[src/rtl/branch_ex.sv]
// Branch/jump execute stage: resolves control transfers, pulses a fetch redirect
// on taken ops and buffers JAL/JALR link results until the CDB grants them.
`ifndef BRANCH_EX_OPCODES
`define BRANCH_EX_OPCODES
`define NOP  6'd0
`define JAL  6'd1
`define JALR 6'd2
`define BEQ  6'd3
`define BNE  6'd4
`define BLT  6'd5
`define BGE  6'd6
`define BLTU 6'd7
`define BGEU 6'd8
`endif

module branch_ex #(
  parameter int DATA_W = 32,
  parameter int ADDR_W = 32,
  parameter int TAG_W  = 4,
  parameter int OP_W   = 6,
  parameter logic [TAG_W-1:0] TAG_FREE = {TAG_W{1'b1}}
) (
  input  logic              clk,
  input  logic              rst,
  input  logic              work_en,
  input  logic [DATA_W-1:0] operand_o,
  input  logic [DATA_W-1:0] operand_t,
  input  logic [DATA_W-1:0] imm,
  input  logic [OP_W-1:0]   op,
  input  logic [ADDR_W-1:0] pc,
  input  logic [TAG_W-1:0]  dest_tag,
  input  logic              flush,
  input  logic              cdb_grant,
  output logic              busy,
  output logic              redirect_en,
  output logic [ADDR_W-1:0] redirect_addr,
  output logic              cdb_req,
  output logic [TAG_W-1:0]  cdb_tag,
  output logic [DATA_W-1:0] cdb_data,
  output logic              overrun
);

  typedef enum logic {EMPTY, PENDING} buf_state_e;

  buf_state_e        state_q, state_d;
  logic [TAG_W-1:0]  cdb_tag_q, cdb_tag_d;
  logic [DATA_W-1:0] cdb_data_q, cdb_data_d;
  logic              redirect_en_q, redirect_en_d;
  logic [ADDR_W-1:0] redirect_addr_q, redirect_addr_d;
  logic              overrun_q, overrun_d;

  logic              valid_op, is_link, taken, accept;
  logic [ADDR_W-1:0] target;

  assign busy = (state_q == PENDING) & ~cdb_grant;

  always_comb begin
    valid_op = (op != `NOP);
    is_link  = (op == `JAL) || (op == `JALR);
    taken    = 1'b0;
    target   = pc + ADDR_W'(imm);
    case (op)
      `JAL:  taken = 1'b1;
      `JALR: begin
        taken  = 1'b1;
        target = ADDR_W'(operand_o + imm) & ~ADDR_W'(1);
      end
      `BEQ:  taken = (operand_o == operand_t);
      `BNE:  taken = (operand_o != operand_t);
      `BLT:  taken = ($signed(operand_o) <  $signed(operand_t));
      `BGE:  taken = ($signed(operand_o) >= $signed(operand_t));
      `BLTU: taken = (operand_o <  operand_t);
      `BGEU: taken = (operand_o >= operand_t);
      default: taken = 1'b0;
    endcase
  end

  // Grant frees the buffer in the same cycle, so a new op may land with no bubble.
  assign accept = work_en & valid_op & ~flush & ~busy;

  always_comb begin
    state_d         = state_q;
    cdb_tag_d       = cdb_tag_q;
    cdb_data_d      = cdb_data_q;
    redirect_en_d   = accept & taken;
    redirect_addr_d = redirect_addr_q;
    overrun_d       = overrun_q | (work_en & valid_op & busy & ~flush);

    if (accept && taken)
      redirect_addr_d = target;

    if (flush) begin
      state_d   = EMPTY;
      cdb_tag_d = TAG_FREE;
    end else if (accept && is_link && dest_tag != TAG_FREE) begin
      state_d    = PENDING;
      cdb_tag_d  = dest_tag;
      cdb_data_d = DATA_W'(pc + ADDR_W'(4));
    end else if (state_q == PENDING && cdb_grant) begin
      state_d   = EMPTY;
      cdb_tag_d = TAG_FREE;
    end
  end

  always_ff @(posedge clk or posedge rst) begin
    if (rst) begin
      state_q         <= EMPTY;
      cdb_tag_q       <= TAG_FREE;
      cdb_data_q      <= '0;
      redirect_en_q   <= 1'b0;
      redirect_addr_q <= '0;
      overrun_q       <= 1'b0;
    end else begin
      state_q         <= state_d;
      cdb_tag_q       <= cdb_tag_d;
      cdb_data_q      <= cdb_data_d;
      redirect_en_q   <= redirect_en_d;
      redirect_addr_q <= redirect_addr_d;
      overrun_q       <= overrun_d;
    end
  end

  assign cdb_req       = (state_q == PENDING);
  assign cdb_tag       = cdb_tag_q;
  assign cdb_data      = cdb_data_q;
  assign redirect_en   = redirect_en_q;
  assign redirect_addr = redirect_addr_q;
  assign overrun       = overrun_q;

endmodule
[config.mk]
export PLATFORM = sky130hd
export DESIGN_NAME = branch_ex
export DESIGN_NICKNAME = d
export VERILOG_FILES = /design/src/rtl/branch_ex.sv
export SDC_FILE = /design/constraint.sdc
export NUM_CORES = 1
export LEC_CHECK = 0
export ABC_AREA = 1
export CORE_MARGIN = 4
export CORE_UTILIZATION = 53
export DETAILED_ROUTE_END_ITERATION = 10
export MAX_ROUTING_LAYER = met4
export PLACE_DENSITY = 0.85
export SETUP_SLACK_MARGIN = 0.02
export SYNTH_ARGS = -nofsm -noshare
export SYNTH_HDL_FRONTEND = slang
export SYNTH_SLANG_ARGS = --single-unit
[constraint.sdc]
create_clock -name clk -period 5.1 [get_ports clk]
set_input_delay 0.765 -clock clk [delete_from_list [all_inputs] [get_ports clk]]
set_output_delay 0.765 -clock clk [all_outputs]
set_load 0.1 [all_outputs]
# --- Word level (Yosys, flattened, before mapping) ---
# Index checks and enable logic that the tools add are counted.
classes:
  mux: 8
  eq_ne: 11
  n_reduce_logical: 9
  n_addsub: 3
  bitwise: 11
  order_cmp: 4
ops:
  columns: ["op", "n"]
  rows:
  - ["$add 32x32->32", 2]
  - ["$ge 32x32->1", 2]
  - ["$lt 32x32->1", 2]
  - ["$add 32x3->32 const B", 1]
  - ["$eq 32x32->1", 1]
  - ["$mux 32", 1]
  - ["$ne 32x32->1", 1]
  - ["$eq 6x3->1 const B", 4]
  - ["$eq 6x2->1 const B", 2]
  - ["$mux 4", 3]
  - ["$and 1x1->1", 7]
  - ["$pmux 1 s7", 1]
  - ["$eq 6x1->1 const B", 1]
  - ["$eq 6x4->1 const B", 1]
  - ["$reduce_bool 6->1", 1]
  - ["$logic_and 1x1->1", 4]
  - ["$ne 4x4->1 const B", 1]
  - ["$mux 1", 3]
  - ["$not 1->1", 3]
  - ["$reduce_bool 3->1", 1]
  - ["$reduce_and 2->1", 1]
  - ["$reduce_or 2->1", 1]
  - ["$logic_or 1x1->1", 1]
  - ["$or 1x1->1", 1]
totals:
  ff_bits: 71
  in_bits: 143
  output_inout_bits: 72
  word_cells: 52

# --- Logic depth before layout (Yosys ltp) ---
depth:
  depth_word: 8
  ltp_mapped: 21
  depth_no_buf: 20

# --- Worst setup path after synthesis ---
# Ideal clock, no wire load.
synth_timing:
  kind: "reg2reg"
  startpoint: "register state_q, in the netlist cdb_req"
  endpoint: "register cdb_data_q[2], in the netlist cdb_data[2]"
  period_less_slack_ns: 3.391
  setup_time_ns: 0.083
  arrival_ns: 3.308
  required_time_ns: 5.017
  path_buffers: 1
  slack_ns: 1.709
  path_stages_with_launch: 8
  path_cell_list: "dfrtp_1 -> inv_1 -> nor2_1 -> nor3_4 -> nand3_2 -> clkbuf_1 -> nand2_1 -> o21ai_0"
synth_via:
  elab_chain_len: 6
synth_lines:
  columns: ["element", "line_no", "source"]
  rows:
  - ["start: declaration", "45", "buf_state_e state_q, state_d;"]
  - ["start signal: assignment", "114", "state_q <= state_d;"]
  - ["$and 1x1->1", "55", "assign busy = (state_q == PENDING) & ~cdb_grant;"]
  - ["net busy", "34", "output logic busy,"]
  - ["$not 1->1", "79", "assign accept = work_en & valid_op & ~flush & ~busy;"]
  - ["$and 1x1->1", "79", null]
  - ["$logic_and 1x1->1 (2 in a row)", "95", "end else if (accept && is_link && dest_tag != TAG_FREE) begin"]
  - ["$reduce_and 2->1 (no line)", null, null]
  - ["end signal: assignment", "116", "cdb_data_q <= cdb_data_d;"]
  - ["end: declaration", "47", "logic [DATA_W-1:0] cdb_data_q, cdb_data_d;"]
# The timed path passes the listed nets, and every way through them passes these cells.
# A chain may end at the register's enable or synchronous reset.

# --- Worst setup path after layout ---
layout_timing:
  startpoint: "input operand_o[5]"
  endpoint: "register redirect_addr_q[31], in the netlist redirect_addr[31]"
layout_via:
  elab_chain_len: 3
  word_cells_on_any_way: 10
  cone_classes: "add/sub: 1; order compare: 4; eq/ne: 2; mux: 2; reduce/logical: 1"
layout_lines:
  columns: ["element", "line_no", "source"]
  rows:
  - ["start: declaration", "26", "input logic [DATA_W-1:0] operand_o,"]
  - ["$ge 32x32->1 (tied with other cells)", "73", "`BGEU: taken = (operand_o >= operand_t);"]
  - ["$pmux 1 s7", "62", "case (op)"]
  - ["$logic_and 1x1->1", "89", "if (accept && taken)"]
  - ["end signal: assignment", "118", "redirect_addr_q <= redirect_addr_d;"]
  - ["end: declaration", "49", "logic [ADDR_W-1:0] redirect_addr_q, redirect_addr_d;"]
# Parallel ways exist; a longest one is shown, timed or not.

==> impl_table.tex <==
\begin{tabular}{lr}
\hline
Metric & Value \\
\hline
\multicolumn{2}{l}{\textbf{Floorplan}} \\
\quad Initial standard-cell utilization of the core & between 50\% and 60\% \\
\quad \# rows & 46 \\
\quad Overall die area & approximately 0.019 mm\^{}2 \\
\quad Number of I/O pins & 215 \\
\quad Y dimension of the die & $\sim$140 um \\
\quad Horizontal die dimension & 136 um \\
\quad Total core area & 0.0160 mm\^{}2 \\
\multicolumn{2}{l}{\textbf{Route}} \\
\quad Wire length reported by the detailed router & between 30000 and 40000 um \\
\quad Number of DRC markers after the initial detailed-route iteration & 1016 \\
\quad Detail-routed via count per cell & 5.56 \\
\quad Number of detailed-routing iterations run before antenna repair & 6 \\
\quad Routed length per instance & 17.4 um \\
\quad Via count of the routed design & about 10000 \\
\quad Post-route DRC violation count & 0 \\
\quad Post-detailed-route count of antenna-violating nets & 0 \\
\multicolumn{2}{l}{\textbf{Clock tree}} \\
\quad CTS tree & done \\
\quad Maximum buffer depth of the clock tree & 2 \\
\quad Worst-Skew Late Latency & between 300 and 400 ps \\
\quad Post-CTS setup buffer count & 0 \\
\quad Hold-fix buffers at CTS & 0 \\
\quad Clock root cell & sky130\_fd\_sc\_hd\_\_clkbuf\_16 \\
\quad Number of CTS-inserted buffers & 9 \\
\quad Count of cells resized by post-cts repair & 0 \\
\quad CTS clock-pin slew for the worst setup and hold paths & 60 ps \\
\quad Level count of the clock H-tree & 3 \\
\quad Clock sinks & 71 \\
\multicolumn{2}{l}{\textbf{Cells and area}} \\
\quad Number of nets in the layout & about 1800 \\
\quad Ratio of cells with drive above 1 in the final layout & 4.96\% \\
\quad Multi-input gate area & just over 0.006 mm\^{}2 \\
\quad Number of antenna diodes & 0 \\
\quad Fraction of the core area covered by cells at the end of the flow & 71.0\% \\
\quad Final-layout fill cell count & 1423 \\
\quad Sequential cell area in the final layout & 0.00178 mm\^{}2 \\
\quad Synthesis-to-finish area growth & 29.9\% \\
\multicolumn{2}{l}{\textbf{Yosys}} \\
\quad Synthesized area per cell & 6.25 um\^{}2 \\
\quad Number of synthesized flops with an enable pin & 0 \\
\quad Fraction of registers with async set/reset & 100\% \\
\quad \#FFs+latches synth & 71 \\
\quad Most used DFF post-synth & sky130\_fd\_sc\_hd\_\_dfrtp\_1 \\
\quad Parity-gate share of the synthesized area counting xor and xnor cells & $\sim$4.1\% \\
\quad Sequential fraction of the synthesis area & a little over 20\% \\
\quad Synthesized instance count & 1399 \\
\quad Synthesized area & 0.00874 mm\^{}2 \\
\quad Post-Synth Adder-Cell Area & 13.9\% \\
\quad Synthesized-area fraction occupied by and/or/nand/nor cells & 38.5\% \\
\quad Total number of yosys warnings & 0 \\
\quad Multiplexer area fraction after synthesis & less than 1\% \\
\quad Synthesized net count & around 1600 \\
\quad Number of distinct library cell variants in the gate-level netlist after synthesis & 42 \\
\quad Largest family of logic cells by synthesized area & simple AND/OR/NAND/NOR gates \\
\quad Fraction of the mapped netlist area in compound gates & 13.6\% \\
\multicolumn{2}{l}{\textbf{Critical path}} \\
\quad Setup slack of the worst register-to-register path & about 2900 ps \\
\quad Critical path type & in2reg \\
\quad Worst-path cell chain & clkdlybuf4s50\_1 > ha\_1 > nand2\_1 > nor2\_1 > nand4\_1 > nor2\_1 > nand2\_2 > nand2\_1 > o21ai\_1 > nor2\_1 > nand2\_1 > nor2\_2 > nand3\_4 > nand2\_8 > nand2\_1 > nand2\_1 \\
\quad Worst Setup Start Kind & input port \\
\quad Max stage delay on crit path & 480 ps \\
\quad Worst R2R Start & cdb\_req\$\_DFFE\_PP0P\_ \\
\quad Critical path required time & 5380 ps \\
\quad Worst reg2reg endpoint & cdb\_data[0]\$\_DFFE\_PP0P\_ \\
\quad Destination of the critical timing path & redirect\_addr[31]\$\_DFFE\_PP0P\_ \\
\quad Cell count of the worst reg-to-reg path & 8 \\
\quad Max Fanout on Critical Path & 33 \\
\quad Cell mode on critical path & sky130\_fd\_sc\_hd\_\_nand2\_1 \\
\quad Start point of the critical path & operand\_o[5] \\
\quad Data arrival time of the critical path & 3750 ps \\
\quad Critical path's slowest cell & sky130\_fd\_sc\_hd\_\_clkdlybuf4s50\_1 \\
\quad Endpoint type of the worst setup path & register \\
\multicolumn{2}{l}{\textbf{Timing}} \\
\quad Max-slew violation total from the final report & 0 \\
\quad Minimum hold slack & 469 ps \\
\quad RSZ-0062 raised after global routing & no \\
\quad Min Tclk post-route & approximately 3500 ps \\
\quad Worst-case headroom to the max-slew limit & 27.4\% \\
\quad Maximum clock frequency & 288 MHz \\
\quad \# setup viols final & 0 \\
\quad Period utilisation layout & around two thirds \\
\quad Worst-Margin Slew & 1090 ps \\
\quad Clock tree skew after final layout & 6.70 ps \\
\quad Hold violation total from the final report & 0 \\
\quad Sum of negative setup slack & 0 ps \\
\multicolumn{2}{l}{\textbf{Global routing}} \\
\quad Largest net degree at the start of global routing & between 70 and 80 \\
\quad Vias in the first global route & 9517 \\
\quad Global-route wire length before repair & 48700 um \\
\quad Total Routing Usage GR & 34.5\% \\
\quad Antenna violations before repair & 0 \\
\quad Final global-route overflow total & 0 \\
\multicolumn{2}{l}{\textbf{Worst hold path}} \\
\quad Class of the tightest hold or removal check & reg2reg \\
\quad Critical hold path startpoint & overrun\$\_DFF\_PP0\_ \\
\quad Hold Path Cell Cnt & 2 \\
\multicolumn{2}{l}{\textbf{Power and ir drop}} \\
\quad Leakage power of the design & 5.59 nW \\
\quad Peak ir drop on the vdd network & between 0.0004 and 0.0005 V \\
\quad Power density relative to cell area & 309 mW/mm\^{}2 \\
\multicolumn{2}{l}{\textbf{Flow run}} \\
\quad Maximum capacitance violations & 0 \\
\multicolumn{2}{l}{\textbf{Placement}} \\
\quad Post-DP HPWL & 26700 um \\
\quad \# port buffers & roughly 210 \\
\quad Routability-driven placement congestion ratio & 1.02 \\
\multicolumn{2}{l}{\textbf{Outcome}} \\
\quad Run status & finished, final reports clean \\
\hline
\end{tabular}
cell usage in the layout (no fill, tap or decap), drive strengths merged, types with 29 or more instances in the layout:
cell type / netlist / layout
clkdlybuf4s50: 0 / 214
nand3: 116 / 116
dfrtp: 67 / 67
nand2: 437 / 437
xor2: 29 / 29
a21oi: 97 / 97
nor2: 145 / 145
ha: 94 / 94
o21ai: 93 / 93
nor3: 29 / 29
inv: 181 / 185
state kept, by name (all words and copies together), names as in the netlist:
signal	cells
cdb_tag	4
overrun	1
redirect_addr	32
cdb_req	1
cdb_data	32
redirect_en	1
cells in the mapped netlist (4+ instances only):
library cell               number  share of area [%]
sky130_fd_sc_hd__a31oi_1        5               0.36
sky130_fd_sc_hd__ha_1          94                 13
sky130_fd_sc_hd__a21boi_0       4               0.34
sky130_fd_sc_hd__clkbuf_1       7               0.30
sky130_fd_sc_hd__nand2_1      405                 17
sky130_fd_sc_hd__dfrtp_1       67                 19
sky130_fd_sc_hd__nor2_1       138                5.9
sky130_fd_sc_hd__nand2_2       31                2.2
sky130_fd_sc_hd__nor3_4         4               0.74
sky130_fd_sc_hd__nand3b_1       7               0.60
sky130_fd_sc_hd__nor2_2         6               0.43
sky130_fd_sc_hd__dfstp_2        4                1.2
sky130_fd_sc_hd__o21ai_0       87                5.0
sky130_fd_sc_hd__o21bai_1       6               0.52
sky130_fd_sc_hd__o22a_1         4               0.40
sky130_fd_sc_hd__xor2_1        29                2.9
sky130_fd_sc_hd__buf_2          8               0.46
sky130_fd_sc_hd__o21a_1         4               0.34
sky130_fd_sc_hd__nand3_2        5               0.57
sky130_fd_sc_hd__nand4_1       21                1.5
sky130_fd_sc_hd__nor3_1        25                1.4
sky130_fd_sc_hd__nand3_1      110                6.3
sky130_fd_sc_hd__inv_1        180                7.7
sky130_fd_sc_hd__xnor2_1       12                1.2
sky130_fd_sc_hd__a21oi_1       96                5.5
sky130_fd_sc_hd__a21o_1         5               0.43
sky130_fd_sc_hd__o21ai_1        6               0.34
sky130_fd_sc_hd__nor4_1         7               0.50
layout make-up:
type                    instances  area share (%)
clock buffers                   9            1.98
inverters                     181            5.98
multi-input cells            1126            54.1
clock inverters                 7           0.760
flip-flops and latches         71            15.7
well taps                     216            2.38
repair buffers                218            19.1
worst max-delay path, delay by kind of cell:
family                   cells  cell delay, ps
buffers and inverters        1             480
adder cells (fa/ha/maj)      1             330
AO/OA/AOI/OAI                1              60
AND/OR/NAND/NOR             13            2060
layer usage:
layer	vias up	wire length, um	GRT usage (%)
li1	5013	-	-
met1	4562	13200	46.5
met2	519	14200	53.4
met3	66	3010	3.77
met4	0	1330	13.8
met5	-	0	-
stage by stage:
step	setup WS, ps	total power, mW	instances	instance area (um^2)
after floorplan	1710	2.24	1399	8740
after global placement	1350	2.80	1812	11100
after detailed placement	1260	2.83	1812	11100
after global routing	1360	3.68	1828	11400
final	1630	3.51	1828	11400
after CTS	1590	3.51	1828	11400
logic make-up after synthesis:
family,after synthesis
AND/OR/NAND/NOR,767
AO/OA/AOI/OAI,221
buffers and inverters,202
adder cells (fa/ha/maj),96
flip-flops,71
XOR/XNOR,41
multiplexers,1
report_power, final:
group / total, mW / switching, mW / internal, mW
registers: 0.773 / 0.0876 / 0.685
clock network: 0.669 / 0.279 / 0.390
logic: 2.07 / 1.51 / 0.563
total: 3.51 / 1.87 / 1.64
how the worst min path moves through the flow:
| stage | slack (ps) | endpoint |
|---|---|---|
| finish | 470 | overrun$_DFF_PP0_ |
| detailed placement | 460 | overrun$_DFF_PP0_ |
| global route | 500 | cdb_data[19]$_DFFE_PP0P_ |
| global placement | 450 | overrun$_DFF_PP0_ |
| CTS | 480 | overrun$_DFF_PP0_ |
| floorplan | 760 | cdb_tag[0]$_DFFE_PP1P_ |
No activity file was read; power rests on OpenSTA's default activity.
